==> config.mk <==
export PLATFORM = sky130hd
export DESIGN_NAME = bin2bcd_seq
export DESIGN_NICKNAME = d
export VERILOG_FILES = /design/src/rtl/bin2bcd_seq.sv
export SDC_FILE = /design/constraint.sdc
export NUM_CORES = 1
export LEC_CHECK = 0
export ABC_AREA = 1
export BUFFER_PORTS_ARGS = -buffer_cell sky130_fd_sc_hd__buf_2
export CELL_PAD_IN_SITES_DETAIL_PLACEMENT = 1
export CELL_PAD_IN_SITES_GLOBAL_PLACEMENT = 2
export CORE_ASPECT_RATIO = 0.75
export CORE_MARGIN = 2
export CORE_UTILIZATION = 33
export DETAILED_ROUTE_END_ITERATION = 10
export PLACE_DENSITY = 0.75
export SYNTH_ARGS = -nofsm -noshare
export SYNTH_HDL_FRONTEND = slang
export SYNTH_SLANG_ARGS = --single-unit
==> constraint.sdc <==
create_clock -name clk -period 1.4 [get_ports clk]
set_clock_uncertainty 0.05 [all_clocks]
set_input_delay 0.14 -clock clk [delete_from_list [all_inputs] [get_ports clk]]
set_output_delay 0.14 -clock clk [all_outputs]
set_load 0.05 [all_outputs]
==> src/rtl/bin2bcd_seq.sv <==
// bin2bcd_seq -- iterative double-dabble binary-to-BCD converter, one bit per clock.
//
// Takes an unsigned magnitude plus sign flag and produces packed BCD digits and a
// registered sign. A valid/ready handshake is used on both sides, and only one
// conversion is in flight at a time. The sequence is IDLE -> SHIFT (WIDTH clocks) ->
// DONE -> IDLE.
//
// Optional feature macro: BCD_BLANK_EN (adds the 'blank' leading-zero flag port).
//
// Ports:
//   clk, rst_n          clock, asynchronous active-low reset
//   in_valid/in_ready   input handshake (in_ready high only in IDLE)
//   mag, sign_in        unsigned magnitude and sign (1 = negative)
//   out_valid/out_ready output handshake (out_valid held until accepted)
//   bcd                 packed BCD, digit 0 (units) in bcd[3:0]
//   sign_out            sign of the result (never set for zero)
//   blank               leading-zero flags per digit, blank[0] always 0 (BCD_BLANK_EN only)
module bin2bcd_seq #(
    parameter int WIDTH  = 8,
    parameter int DIGITS = 3
) (
    input  logic                  clk,
    input  logic                  rst_n,
    input  logic                  in_valid,
    output logic                  in_ready,
    input  logic [WIDTH-1:0]      mag,
    input  logic                  sign_in,
    output logic                  out_valid,
    input  logic                  out_ready,
    output logic [4*DIGITS-1:0]   bcd,
    output logic                  sign_out
`ifdef BCD_BLANK_EN
    ,
    output logic [DIGITS-1:0]     blank
`endif
);

    localparam int CW = (WIDTH > 1) ? $clog2(WIDTH) : 1;
    localparam int BW = 4 * DIGITS;

    typedef enum logic [1:0] {IDLE, SHIFT, DONE} state_t;

    state_t          state_q, state_d;
    logic [CW-1:0]   cnt_q, cnt_d;
    logic [WIDTH-1:0] shift_q, shift_d;
    logic [BW-1:0]   work_q, work_d;
    logic            sign_q, sign_d;
    logic [BW-1:0]   bcd_q, bcd_d;
    logic            sign_out_q, sign_out_d;

    logic [BW-1:0]       adj;
    logic [BW+WIDTH-1:0] shifted;
    logic [3:0]          dig;

    // Add-3 correction per digit, then one combined left shift of {work, shift}.
    // A corrected digit is at most 9+3=12, so it never carries into its neighbour.
    always_comb begin
        adj = work_q;
        dig = 4'd0;
        for (int i = 0; i < DIGITS; i++) begin
            dig = work_q[4*i +: 4];
            adj[4*i +: 4] = (dig >= 4'd5) ? dig + 4'd3 : dig;
        end
        shifted = {adj, shift_q} << 1;
    end

`ifdef BCD_BLANK_EN
    logic [DIGITS-1:0] blank_q, blank_d, blank_nxt;
    logic              zero_run;

    // Walk from the most significant digit down; a digit is blank while every digit
    // above it (and itself) is zero. The units digit is always shown.
    always_comb begin
        blank_nxt = '0;
        zero_run  = 1'b1;
        for (int i = DIGITS - 1; i >= 0; i--) begin
            zero_run     = zero_run & (shifted[WIDTH + 4*i +: 4] == 4'd0);
            blank_nxt[i] = (i != 0) & zero_run;
        end
    end
    assign blank = blank_q;
`endif

    always_comb begin
        state_d    = state_q;
        cnt_d      = cnt_q;
        shift_d    = shift_q;
        work_d     = work_q;
        sign_d     = sign_q;
        bcd_d      = bcd_q;
        sign_out_d = sign_out_q;
`ifdef BCD_BLANK_EN
        blank_d    = blank_q;
`endif
        case (state_q)
            IDLE: begin
                if (in_valid) begin
                    shift_d = mag;
                    work_d  = '0;
                    // No negative zero: drop the sign when the magnitude is 0.
                    sign_d  = sign_in & (mag != '0);
                    cnt_d   = '0;
                    state_d = SHIFT;
                end
            end
            SHIFT: begin
                work_d  = shifted[BW+WIDTH-1 -: BW];
                shift_d = shifted[WIDTH-1:0];
                cnt_d   = cnt_q + 1'b1;
                if (cnt_q == CW'(WIDTH - 1)) begin
                    bcd_d      = shifted[BW+WIDTH-1 -: BW];
                    sign_out_d = sign_q;
`ifdef BCD_BLANK_EN
                    blank_d    = blank_nxt;
`endif
                    state_d    = DONE;
                end
            end
            DONE: begin
                if (out_ready) state_d = IDLE;
            end
            default: state_d = IDLE;
        endcase
    end

    always_ff @(posedge clk or negedge rst_n) begin
        if (!rst_n) begin
            state_q    <= IDLE;
            cnt_q      <= '0;
            shift_q    <= '0;
            work_q     <= '0;
            sign_q     <= 1'b0;
            bcd_q      <= '0;
            sign_out_q <= 1'b0;
`ifdef BCD_BLANK_EN
            blank_q    <= '0;
`endif
        end else begin
            state_q    <= state_d;
            cnt_q      <= cnt_d;
            shift_q    <= shift_d;
            work_q     <= work_d;
            sign_q     <= sign_d;
            bcd_q      <= bcd_d;
            sign_out_q <= sign_out_d;
`ifdef BCD_BLANK_EN
            blank_q    <= blank_d;
`endif
        end
    end

    assign in_ready  = (state_q == IDLE);
    assign out_valid = (state_q == DONE);
    assign bcd       = bcd_q;
    assign sign_out  = sign_out_q;

endmodule
Word level (Yosys, flattened, before mapping)
Cells that the tools add are included.
Widths: inputs -> output; s select.
Cells by class
  add/sub/neg operators: 4
  $lt $le $gt $ge: 3
  eq/ne operators: 6
  multiplexer cells: 13
  bitwise logic cells: 1
  reduce and logical (&&, ||, !) cells: 7
Operator list (number)
  $pmux 12 s2: 1
  $pmux 8 s2: 1
  $ge 4x3->1 const B: 3
  $mux 12: 1
  $add 4x2->4 const B: 2
  $mux 4: 2
  $mux 8: 1
  $reduce_bool 8->1: 1
  $mux 2: 3
  $mux 3: 2
  $pmux 2 s3: 1
  $pmux 3 s2: 1
  $reduce_and 2->1: 3
  $ne 2x2->1 const B: 2
  $add 3x1->3 const B: 1
  $add 3x2->3 const B: 1
  $eq 3x3->1 const B: 1
  $reduce_and 3->1: 1
  $eq 2x1->1 const B: 1
  $eq 2x2->1 const B: 1
  $logic_not 2->1: 1
  $ne 2x1->1 const B: 1
  $reduce_bool 2->1: 1
  $and 1x1->1: 1
Word-level totals
  register bits: 39
  bits of input ports: 13
  word-level logic and storage cells: 41

Longest topological paths before layout
  word-level depth: 3
  gate-level depth with buffers: 8
  mapped depth without buffers: 8

Least setup slack after synthesis
Ideal clock, no wire load.
  path type: register to register
  start: register state_q[0]
  end: register sign_q
  setup time: 127 ps
  data arrival time: 1464 ps
  required time: 1223 ps
  setup slack: -241 ps
  stages on the path, launching flop included: 5
  clock period less this slack: 1641 ps
  cell sequence: dfrtp_1 > nor2_1 > nand2_1 > nand2_1 > o21ai_0
Between the ends
  longest elaborated chain between the ends: 2
Ends and longest elaborated chain
  start, declared: RTL line 43  | state_t state_q, state_d;
  start signal, assigned: RTL line 139  | state_q <= state_d;
  $logic_not 2->1
  net in_ready: RTL line 25  | output logic in_ready,
  $reduce_and 2->1 (no source line)
  end signal, assigned: RTL line 143  | sign_q <= sign_d;
  end, declared: RTL line 47  | logic sign_q, sign_d;
The timed path passes the listed nets, and every way through them passes these cells.
A chain may end at the register's enable or synchronous reset.

Worst setup path after layout
  start: register work_q[8]
  end: register bcd_q[9], in the netlist bcd[9]
Between the ends
  longest elaborated chain between the ends: 2
  elaborated cells between the ends (all ways): 3
  those cells by class: add/sub: 1; order compare: 1; mux: 1
Ends and longest elaborated chain
  start, declared: RTL line 46  | logic [BW-1:0] work_q, work_d;
  start signal, assigned: RTL line 142  | work_q <= work_d;
  $ge 4x3->1 or $add 3x2->3 (tied branches): RTL line 62  | adj[4*i +: 4] = (dig >= 4'd5) ? dig + 4'd3 : dig;
  $mux 3 *: RTL line 62
  end signal, assigned: RTL line 133  | bcd_q <= '0;
  end signal, assigned: RTL line 144  | bcd_q <= bcd_d;
  end, declared: RTL line 48  | logic [BW-1:0] bcd_q, bcd_d;
Every way passes the cells marked *; elsewhere a longest branch is shown, timed or not.

==> metrics.csv <==
metric,value,unit
fin_crit_sh,93.6,%
worstHoldPathType,input port to flip-flop,
worst_r2r_endpoint,bcd[9],
clk_latency,290,ps
critPathTopFamily,flip-flops,
path_max_fanout,3,
post-synth-top-area-fraction,50.7,%
synth_top_area_cell,dfrtp_1,
power.leakage,0.00130,uW
main_area_contributors_after_synthesis,"dfrtp_1 (51%), nand2_1 (16%), nand3_1 (6.5%), ha_1 (5.2%), o21ai_0 (4.9%)",
place.detailed.instances,348,
post_route_cells_drive_above_1_share,26.4,%
dp_worst_setup_slack,7.91,ps
syn_nets,254,
drt_wl_total,4.81,mm
critical-path-slowest-cell,dfrtp_1,
finalSetupViolations,0,
start_util,33.6,%
seq_area_frac_synth,50.7,%
comb_power_share,53.9,%
crit_path_start_kind,flip-flop,
setup.worst_path.end,bcd[9],
path_class,flip-flop to flip-flop,
min_from,mag[0],
slowest_delay,430,ps
vias_in_the_first_global_route,1669,
total_of_flip_flops_plus_latches_after_synthesis,39,
crit_arrival,1440,ps
regToRegSetupSlack,90,ps
max_clock_freq,0.763,GHz
totalPowerFinal,6080,uW
status,finished clean,
clock_sink_count,39,
port_buffers,27,
global_route.usage.total,16.3,%
max_slew.worst_pin.slew,406,ps
number_of_gates_on_the_worst_path_with_buffers_counted,6,
setup_slack,89.7,ps
maximum_number_of_pins_on_one_net_before_global_route_repair,25,
min_period,1310,ps
post_synth.cell_area_avg,8.26,um^2
yosys_warnings,0,
layoutNonFillerInstCount,362,
cp_cell_sequence,buf_4 -> ha_1 -> nand2_2 -> nand4_1 -> nand3_1 -> nand2_1,
cell_internal_power,3200,uW
crit_required,1530,ps
drt_first_pass_iters,4,
unrepaired_setup_endpoints_after_global_routing,yes,
drt-initial-drc-count,64,
pwr-share-seq,32.3,%
row_count,24,
syn_area,1930,um^2
via_to_cell_ratio,4.52,
finalWeightedCongestion,0.748,
crit_start,work_q[8],
cts.path.max_buffers,2,
power.ir.vdd_worst,1.01,mV
clock_tree_from_tritoncts,done,
initial_antenna_violation_count,0,
p_clk_share,13.8,%
powerDensity,2470,nW/um^2
finish.net_count,304,
detail_route.wl_per_cell,13.3,um
worst_r2r_startpoint,work_q[8],
critPathCaptureType,flip-flop,
cts_inserted_buffers,5,
timing_hold_violations_final,0,
ios,28,
p_sw_share,47.4,%
clk_root_buffer_cell,clkbuf_8,
maxcap_violations,0,
ant_nets,0,
worst-path-buf-inv,1,
relSlewSlack,72.9,%
syn_inst,233,
chipWidth,92.2,um
path_clk_slew,80,ps
grt_first_pass_wirelength,8.22,mm
whs_path_depth,3,
floorplan.core_area,5740,um^2
htree_levels,2,
maxSlewViolCount,0,
synth_cell_type_count,19,
dieHeight,70.2,um
drc,0,
overall_via_count_from_detail_route,1637,
p_sw,2880,uW
syn_to_final_growth,27.7,%
detailed_place_hpwl,3.43,mm
worstRegToRegCells,6,
overflow,0,
insertedDiodeCount,0,
design.die.area,6470,um^2
==> tightest hold or removal path, cell delays in order <==
cell and delay [ps]:
buf_2 90, nand3_1 70, o21ai_0 70
==> power groups by stage <==
stage	registers, uW	clock network [uW]	logic [uW]
global placement	1950	0	3100
detailed placement	1960	0	3140
global route	2040	913	3700
finish	1960	837	3280
CTS	1940	870	3170
floorplan	2470	0	1710
==> per-stage QoR <==
step	area (um^2)	hold WS, ps	TNS, ps	util [%]
floorplan	1930	-206	0	-
global placement	2250	44.6	0	39.3
detailed placement	2250	53.6	0	39.3
CTS	2370	62.8	0	41.4
global route	2460	83.2	-36.0	42.9
finish	2460	68.5	0	42.9
==> timing repair <==
| action | in CTS | in global routing |
|---|---|---|
| setup endpoints to repair | 1 | 27 |
| cloned | 0 | 0 |
| setup buffers | 0 | 4 |
| hold buffers | 2 | 0 |
| pin swaps | 0 | 6 |
| endpoints found under the hold margin | 16 | 0 |
| resized for setup | 1 | 21 |
==> registers in the layout, summed over array words and instances, names as in the netlist <==
| register | cells |
|---|---|
| work_q | 12 |
| state_q | 2 |
| shift_q | 8 |
| sign_q | 1 |
| cnt_q | 3 |
| bcd | 12 |
| sign_out | 1 |
==> placed cells by master (no fill, tap or decap), types with 3 or more instances in the layout <==
cell      Yosys  final
inv_1        23     18
nand2_2       0      4
nor2_1        9      8
ha_1          8      6
clkbuf_8      0      7
nand4_1       6      6
inv_2         1      6
nand2_1      81     77
buf_4         1     18
dfrtp_1      39     38
nand3_1      25     22
o21ai_0      19     17
buf_2         1     25
o22ai_1       3      3
o21ai_1       6      8
==> cell type report <==
cell class | count | area [um^2]
fill | 731 | 3280
sequential | 39 | 977
multi-input combinational | 163 | 853
timing repair buffer | 48 | 328
inverter | 26 | 103
clock buffer | 8 | 100
tap | 78 | 97.6
==> synthesized netlist by cell type, drive strengths merged <==
library cell	instances
inv	26
o21ai	26
nand3	25
o22ai	3
o31ai	1
dfrtp	39
nand2	83
a22o	2
buf	5
nor2	9
nand4	6
ha	8
==> worst min-delay path by stage <==
stage / slack (ps) / end
CTS: 60 / shift_q[0]
global route: 80 / sign_q
floorplan: -210 / bcd[0]
finish: 70 / shift_q[0]
detailed placement: 50 / work_q[2]
global placement: 40 / work_q[2]
==> routing by layer <==
metal / global-route usage [%] / vias to the layer above / wire length, um
li1: - / 857 / -
met1: 23.5 / 747 / 2560
met2: 24.6 / 26 / 2040
met3: 3.78 / 7 / 145
met4: 4.98 / 0 / 57
met5: 0 / - / 0
==> cell families (layout without fill, tap and decap cells) <==
| family | count (synthesis) | count (layout) | synth area share, % |
|---|---|---|---|
| flip-flops | 39 | 39 | 50.7 |
| AND/OR/NAND/NOR | 123 | 123 | 27.2 |
| adder cells (fa/ha/maj) | 8 | 8 | 5.20 |
| buffers and inverters | 31 | 82 | 7.73 |
| AO/OA/AOI/OAI | 32 | 32 | 9.23 |
Note: power is estimated with default switching activity, not from simulation.
